<file path="config.mk">
export PLATFORM = sky130hd
export DESIGN_NAME = oisc_fetch_unit
export DESIGN_NICKNAME = d
export VERILOG_FILES = /design/src/rtl/oisc_fetch_unit_pkg.sv /design/src/rtl/oisc_fetch_unit_fifo.sv /design/src/rtl/oisc_fetch_unit.sv
export SDC_FILE = /design/constraint.sdc
export NUM_CORES = 1
export LEC_CHECK = 0
export BUFFER_PORTS_ARGS = -buffer_cell sky130_fd_sc_hd__buf_2
export CAP_MARGIN = 25
export CORE_MARGIN = 2
export CORE_UTILIZATION = 60
export DETAILED_ROUTE_END_ITERATION = 7
export HOLD_SLACK_MARGIN = 0.12
export PLACE_DENSITY = 0.78
export SLEW_MARGIN = 20
export SYNTH_ARGS = -nofsm -noshare
export SYNTH_HDL_FRONTEND = slang
export SYNTH_HIERARCHICAL = 1
export SYNTH_SLANG_ARGS = --single-unit
</file>
<file path="constraint.sdc">
create_clock -name CLK -period 10.8 [get_ports CLK]
set_input_delay 2.16 -clock CLK [delete_from_list [all_inputs] [get_ports CLK]]
set_output_delay 2.16 -clock CLK [all_outputs]
set_load 0.005 [all_outputs]
</file>
<file path="src/rtl/oisc_fetch_unit_pkg.sv">
// Shared definitions for the OISC instruction fetch unit.
//   InstructionWidth : default instruction width ({src,dst} move halves)
//   PCRegWidth       : default fetch PC / memory address width
//   OISC_PCStep      : default byte increment between sequential fetches
//   OISC_FetchDepth  : default prefetch FIFO depth (power of 2, >= 2)
//   OISC_BootAddr    : default fetch PC after RST or soft Reset
//   fetch_state_e    : IDLE/RUN state encoding of the fetch FSM
//   cnt_w()          : width of occupancy/credit counters for a given depth
package oisc_fetch_unit_pkg;

  localparam int          InstructionWidth = 32;
  localparam int          PCRegWidth       = 32;
  localparam int          OISC_PCStep      = 4;
  localparam int          OISC_FetchDepth  = 4;
  localparam logic [31:0] OISC_BootAddr    = 32'h0000_0000;

  typedef enum logic {
    ST_IDLE = 1'b0,
    ST_RUN  = 1'b1
  } fetch_state_e;

  // Counters must be able to hold the value DEPTH itself, not just DEPTH-1.
  function automatic int cnt_w(input int depth);
    return $clog2(depth) + 1;
  endfunction

endpackage

</file>
<file path="src/rtl/oisc_fetch_unit_fifo.sv">
// Prefetch FIFO: DEPTH entries of W bits, synchronous push/pop/flush.
// Ports:
//   CLK, RST   : clock, asynchronous active-high reset (storage cleared to 0)
//   push       : write push_data at the tail
//   push_data  : entry to store
//   pop        : drop the head entry (caller guarantees not empty)
//   flush      : discard every entry; takes priority over push/pop
//   count      : current occupancy
//   empty      : occupancy is zero
//   head_data  : oldest entry (registered storage, no read latency)
// Overflow is prevented by the caller's credit scheme, so push is never
// qualified against a full condition here.
module oisc_fetch_unit_fifo
  import oisc_fetch_unit_pkg::*;
#(
  parameter int DEPTH = OISC_FetchDepth,
  parameter int W     = 64,
  localparam int CW   = cnt_w(DEPTH)
) (
  input  logic          CLK,
  input  logic          RST,
  input  logic          push,
  input  logic [W-1:0]  push_data,
  input  logic          pop,
  input  logic          flush,
  output logic [CW-1:0] count,
  output logic          empty,
  output logic [W-1:0]  head_data
);

  localparam int AW = $clog2(DEPTH);

  logic [W-1:0]  mem_q [DEPTH];
  logic [W-1:0]  mem_d [DEPTH];
  logic [AW-1:0] wr_ptr_q, wr_ptr_d;
  logic [AW-1:0] rd_ptr_q, rd_ptr_d;
  logic [CW-1:0] count_q, count_d;

  always_comb begin
    mem_d    = mem_q;
    wr_ptr_d = wr_ptr_q;
    rd_ptr_d = rd_ptr_q;
    count_d  = count_q;
    if (flush) begin
      wr_ptr_d = '0;
      rd_ptr_d = '0;
      count_d  = '0;
    end else begin
      if (push) begin
        mem_d[wr_ptr_q] = push_data;
        wr_ptr_d        = wr_ptr_q + 1'b1;
      end
      if (pop) begin
        rd_ptr_d = rd_ptr_q + 1'b1;
      end
      if (push && !pop) begin
        count_d = count_q + 1'b1;
      end else if (pop && !push) begin
        count_d = count_q - 1'b1;
      end
    end
  end

  always_ff @(posedge CLK or posedge RST) begin
    if (RST) begin
      for (int i = 0; i < DEPTH; i++) begin
        mem_q[i] <= '0;
      end
      wr_ptr_q <= '0;
      rd_ptr_q <= '0;
      count_q  <= '0;
    end else begin
      mem_q    <= mem_d;
      wr_ptr_q <= wr_ptr_d;
      rd_ptr_q <= rd_ptr_d;
      count_q  <= count_d;
    end
  end

  assign count     = count_q;
  assign empty     = (count_q == '0);
  assign head_data = mem_q[rd_ptr_q];

endmodule

</file>
<file path="src/rtl/oisc_fetch_unit.sv">
// Instruction fetch stage feeding the OISC move core.
// Generates sequential fetch addresses, issues ready/valid requests to
// instruction memory, buffers in-order responses in a prefetch FIFO and hands
// {src,dst} move instructions to the core. Redirect/Reset flush the stage;
// responses to requests already in flight are drained and discarded.
// Ports:
//   CLK, RST                      : clock, asynchronous active-high reset
//   Start                         : IDLE -> RUN
//   Reset                         : synchronous soft reset (flush, PC:=BOOT_ADDR, IDLE)
//   Redirect, RedirectPC          : core wrote its PC; refetch from RedirectPC
//   MemReqValid/Ready/Addr        : fetch request channel
//   MemRespValid/Ready/Data       : in-order fetch response channel
//   InstrValid/Ready/Data/PC      : instruction delivery to the core
// Build option: OISC_FETCH_BYPASS_EN -- when the FIFO is empty, nothing is
// being dropped and the core is ready, a response is forwarded combinationally
// to InstrData/InstrValid in its arrival cycle instead of being written to the
// FIFO. Without it, InstrValid/InstrData come purely from FIFO registers.
//
// state   | meaning
// --------+------------------------------------------------
// IDLE    | no fetch requests issued; waits for Start
// RUN     | requests issued whenever FIFO credit allows
module oisc_fetch_unit
  import oisc_fetch_unit_pkg::*;
#(
  parameter int              INSTR_W   = InstructionWidth,
  parameter int              PC_W      = PCRegWidth,
  parameter int              PC_STEP   = OISC_PCStep,
  parameter int              DEPTH     = OISC_FetchDepth,
  parameter logic [PC_W-1:0] BOOT_ADDR = PC_W'(OISC_BootAddr)
) (
  input  logic               CLK,
  input  logic               RST,
  input  logic               Start,
  input  logic               Reset,
  input  logic               Redirect,
  input  logic [PC_W-1:0]    RedirectPC,
  output logic               MemReqValid,
  input  logic               MemReqReady,
  output logic [PC_W-1:0]    MemReqAddr,
  input  logic               MemRespValid,
  output logic               MemRespReady,
  input  logic [INSTR_W-1:0] MemRespData,
  output logic               InstrValid,
  input  logic               InstrReady,
  output logic [INSTR_W-1:0] InstrData,
  output logic [PC_W-1:0]    InstrPC
);

  localparam int              CW      = cnt_w(DEPTH);
  localparam int              EW      = INSTR_W + PC_W;
  localparam logic [CW:0]     DEPTH_C = (CW+1)'(DEPTH);
  localparam logic [PC_W-1:0] STEP_C  = PC_W'(PC_STEP);

  fetch_state_e    state_q, state_d;
  logic [PC_W-1:0] pc_q, pc_d;
  logic [PC_W-1:0] rsp_pc_q, rsp_pc_d;
  logic [CW-1:0]   outst_q, outst_d;
  logic [CW-1:0]   drop_q, drop_d;
  logic            withdraw_q, withdraw_d;

  logic [CW-1:0]   fifo_count;
  logic            fifo_empty;
  logic [EW-1:0]   fifo_head;
  logic            fifo_push, fifo_pop;

  logic            flush, req_fire, rsp_keep, bypass;
  logic [CW:0]     credit_used;
  logic [PC_W-1:0] flush_pc;

  // Entries in the FIFO and requests in flight (including ones that will be
  // dropped) both hold a slot, so the FIFO can never overflow.
  assign credit_used = {1'b0, fifo_count} + {1'b0, outst_q};
  assign MemReqValid = (state_q == ST_RUN) && !withdraw_q && (credit_used < DEPTH_C);
  assign MemReqAddr  = pc_q;
  assign req_fire    = MemReqValid && MemReqReady;

  assign MemRespReady = !RST;

  assign flush    = Reset || Redirect;
  assign flush_pc = Reset ? BOOT_ADDR : RedirectPC;
  // A response is kept only if it answers a request issued after the last
  // flush and does not itself arrive in a flush cycle.
  assign rsp_keep = MemRespValid && (drop_q == '0) && !flush;

`ifdef OISC_FETCH_BYPASS_EN
  assign bypass = !RST && fifo_empty && (drop_q == '0) && InstrReady && MemRespValid;
`else
  assign bypass = 1'b0;
`endif

  assign fifo_push = rsp_keep && !bypass;
  assign fifo_pop  = !fifo_empty && InstrReady;

  always_comb begin
    state_d    = state_q;
    pc_d       = pc_q;
    rsp_pc_d   = rsp_pc_q;
    outst_d    = outst_q;
    drop_d     = drop_q;
    withdraw_d = 1'b0;

    if (req_fire) begin
      pc_d    = pc_q + STEP_C;
      outst_d = outst_q + 1'b1;
    end
    if (MemRespValid) begin
      outst_d = outst_d - 1'b1;
      if (drop_q != '0) begin
        drop_d = drop_q - 1'b1;
      end
    end
    // Responses return in request order and requests are sequential, so the
    // PC of the next kept response is just a second running address.
    if (rsp_keep) begin
      rsp_pc_d = rsp_pc_q + STEP_C;
    end

    if (state_q == ST_IDLE && Start) begin
      state_d = ST_RUN;
    end

    if (flush) begin
      pc_d       = flush_pc;
      rsp_pc_d   = flush_pc;
      drop_d     = outst_d;
      // A request presented but not accepted is pulled back for one cycle
      // so memory never sees the address change under a held valid.
      withdraw_d = MemReqValid && !MemReqReady;
    end

    if (Reset) begin
      state_d = ST_IDLE;
    end
  end

  always_ff @(posedge CLK or posedge RST) begin
    if (RST) begin
      state_q    <= ST_IDLE;
      pc_q       <= BOOT_ADDR;
      rsp_pc_q   <= BOOT_ADDR;
      outst_q    <= '0;
      drop_q     <= '0;
      withdraw_q <= 1'b0;
    end else begin
      state_q    <= state_d;
      pc_q       <= pc_d;
      rsp_pc_q   <= rsp_pc_d;
      outst_q    <= outst_d;
      drop_q     <= drop_d;
      withdraw_q <= withdraw_d;
    end
  end

  oisc_fetch_unit_fifo #(
    .DEPTH (DEPTH),
    .W     (EW)
  ) u_fifo (
    .CLK       (CLK),
    .RST       (RST),
    .push      (fifo_push),
    .push_data ({MemRespData, rsp_pc_q}),
    .pop       (fifo_pop),
    .flush     (flush),
    .count     (fifo_count),
    .empty     (fifo_empty),
    .head_data (fifo_head)
  );

  assign InstrValid = !fifo_empty || bypass;
  assign InstrData  = bypass ? MemRespData : fifo_head[EW-1:PC_W];
  assign InstrPC    = bypass ? rsp_pc_q    : fifo_head[PC_W-1:0];

endmodule

</file>
==> qor.yml <==
layout:
  register_area_um2: 8341
  layout-drive-gt1-share_pct: 44.01
  multi_input_area_um2: 8015
  final_nets: 1404
  fin_area_um2: 19220
  num-fill-cells: 1916
  synthToLayoutAreaGrowth_pct: 11.93
  n_antenna_cell: 0
synth:
  syn-cell-area_um2: 17170
  ys.flop_type: "dfrtp_1"
  synth_area_leader_cell: "dfrtp_1"
  synth_common_cells: "333 x dfrtp_1, 240 x mux2_4, 64 x mux4_2"
  yosysTopAreaCellShare_pct: 48.54
  synthesis.nets: 1254
  yosys_warnings: 6
  synthCells: 1169
  synth_cell_types: 74
  synth.area.top_cells: "dfrtp_1 49%, mux2_4 21%, mux4_2 8.4%"
  synth_edf_count: 0
  avgSynthCellArea_um2: 14.69
  ys_ff_latch: 333
  ys_seq_area_share_pct: 48.54
  synth.most_common_cell: "dfrtp_1"
  async_flop_share_pct: 100.0
floorplanning:
  dieWidth_um: 173.2
  die_y_um: 173.2
  rows: 61
  dieArea_um2: 29980
  core-area_um2: 28010
  initial_core_util_pct: 61.29
  pin_count: 171
global_routing:
  busiest_layer: "met2"
  grt_max_degree: 91
  met3_usage_pct: 3.760
  grt_use_met1_pct: 38.83
  grt_pass1_wl_um: 62270
  grt_overflow_total: 0
  grt_usage_pct: 25.90
  met2_usage_pct: 40.37
  first_global_vias: 10940
  antenna_found_initial: 0
sta:
  setup_viol: 0
  slew_headroom_pct: 45.38
  tightest_slew_ns: 0.8193
  final-hold-violation-count: 0
  tns_ns: 0
  min_period_ns: 5.058
  rsz0062_at_grt: "false"
  fin_skew_ns: 0.01864
  drv_slew: 0
  min_period_over_period_pct: 46.83
  fmax_ghz: 0.1977
drt:
  via_count: 10426
  drc_errors: 0
  drtPass1Iterations: 5
  drt-initial-drc-count: 832
  detail-route-antenna-nets: 0
  wl_per_cell_um: 22.18
  wl_um: 38220
  via_per_inst: 6.051
power:
  powerDensity_nw_per_um2: 163.7
  leakage_nw: 9.815
  total_power_mw: 3.146
  peakVddDrop_uv: 114.9
status:
  status: "finished clean"
clocking:
  postCtsHoldBufs: 0
  cts_setup_buffers: 0
  htree_levels: 2
  clkSinkCount: 333
  cts_buffers: 35
  clk_latency_ns: 0.53
  cts_resized: 0
  cts_tree: "done"
  clk_path_buf_depth: 3
  clock-root-buffer: "clkbuf_16"
  path_clk_slew_ns: 0.06
placed_design:
  globalplace.congestion: 0.8709
  place_area_um2: 17850
  place.port_buffers: 170
  hpwl_um: 23350
setup_path:
  critPathRequiredTime_ns: 8.64
  crit_fanout: 20
  start_kind: "input port"
  path_class: "input port to primary output"
  crit_path_end_kind: "primary output"
  crit_arrival_ns: 2.90
min_path:
  hold_class: "flip-flop to flip-flop"
job:
  maxCapViolCount: 0
==> metrics by stage <==
stage	hold WS, ns	setup WS, ns	utilization (%)	cells
after floorplan	0.4562	1.400	-	1169
after global placement	0.4751	5.724	63.64	1657
after detailed placement	0.4877	5.735	63.74	1658
after CTS	0.5035	5.682	68.39	1721
after global routing	0.5074	5.576	68.60	1723
final	0.4945	5.742	68.60	1723
==> cells by family after synthesis <==
family	Yosys count	share of synthesized area, %
AOI/OAI and AO/OA	157	5.779
xor gates and xnor gates	27	1.377
adders and majority gates	13	0.9912
buffers and inverters	90	4.788
DFF	333	48.54
muxes	327	30.85
and+or+nand+nor	222	7.674
==> cell type report <==
cell class,count,area share [%]
Clock buffer,44,5.105
Clock inverter,19,1.680
Inverter,23,0.4883
Multi-Input combinational cell,746,41.71
Sequential cell,333,43.40
Tap cell,378,2.461
Timing Repair Buffer,180,5.150
==> path summary, 6_finish.rpt <==
| kind | from | end | slack, ns | cells past startpoint |
|---|---|---|---|---|
| setup / recovery | RST | MemRespReady | 5.74 | 3 |
| hold / removal | state_q$_DFFE_PP0P_ | state_q$_DFFE_PP0P_ | 0.49 | 2 |
| setup reg to reg | drop_q[0]$_DFFE_PP0P_ | u_fifo/mem_q[232]$_DFFE_PP0P_ | 7.59 | 7 |
| hold reg to reg | state_q$_DFFE_PP0P_ | state_q$_DFFE_PP0P_ | 0.49 | 2 |
| max in group asynchronous | RST | u_fifo/mem_q[50]$_DFFE_PP0P_ | 7.78 | 4 |
| min in group asynchronous | RST | u_fifo/count[0]$_DFFE_PP0P_ | 1.71 | 2 |
==> where the power goes <==
group          switching, mW  internal, mW  leakage, nW
Clock                  0.513         0.841        0.636
Sequential            0.0698          1.32         4.58
Combinational          0.182         0.218         4.59
Total                  0.765          2.38         9.81
==> registers in the layout, indices dropped and copies added, names as in the netlist <==
register,count
u_fifo/mem_q,256
outst_q,3
MemReqAddr,31
rsp_pc_q,31
state_q,1
u_fifo/wr_ptr_q,2
u_fifo/count,3
u_fifo/rd_ptr_q,2
drop_q,3
withdraw_q,1
==> cell usage in the layout (no fill, tap or decap), types with 12 or more instances in the layout <==
cell       count
a21oi_1       58
buf_2        170
clkbuf_16     36
dfrtp_1      331
ha_1          12
inv_1         20
mux2_2        17
mux2_4       240
mux4_2        64
nand2_1       61
nand3_1       31
nand4_1       17
nor2_1        37
nor3_1        13
o21ai_0       30
xor2_1        16
==> layer usage <==
layer	routed length [um]	vias to the layer above	part of all wire, %
li1	-	4614	-
met1	17370	5381	45
met2	18060	385	47
met3	2180	46	5.7
met4	616	0	1.6
met5	0	-	0
==> worst max-delay path, stage by stage <==
cell and delay, ns:
buf_2 0.14, inv_2 0.37, buf_2 0.21
Note: power is estimated with default switching activity, not from simulation.
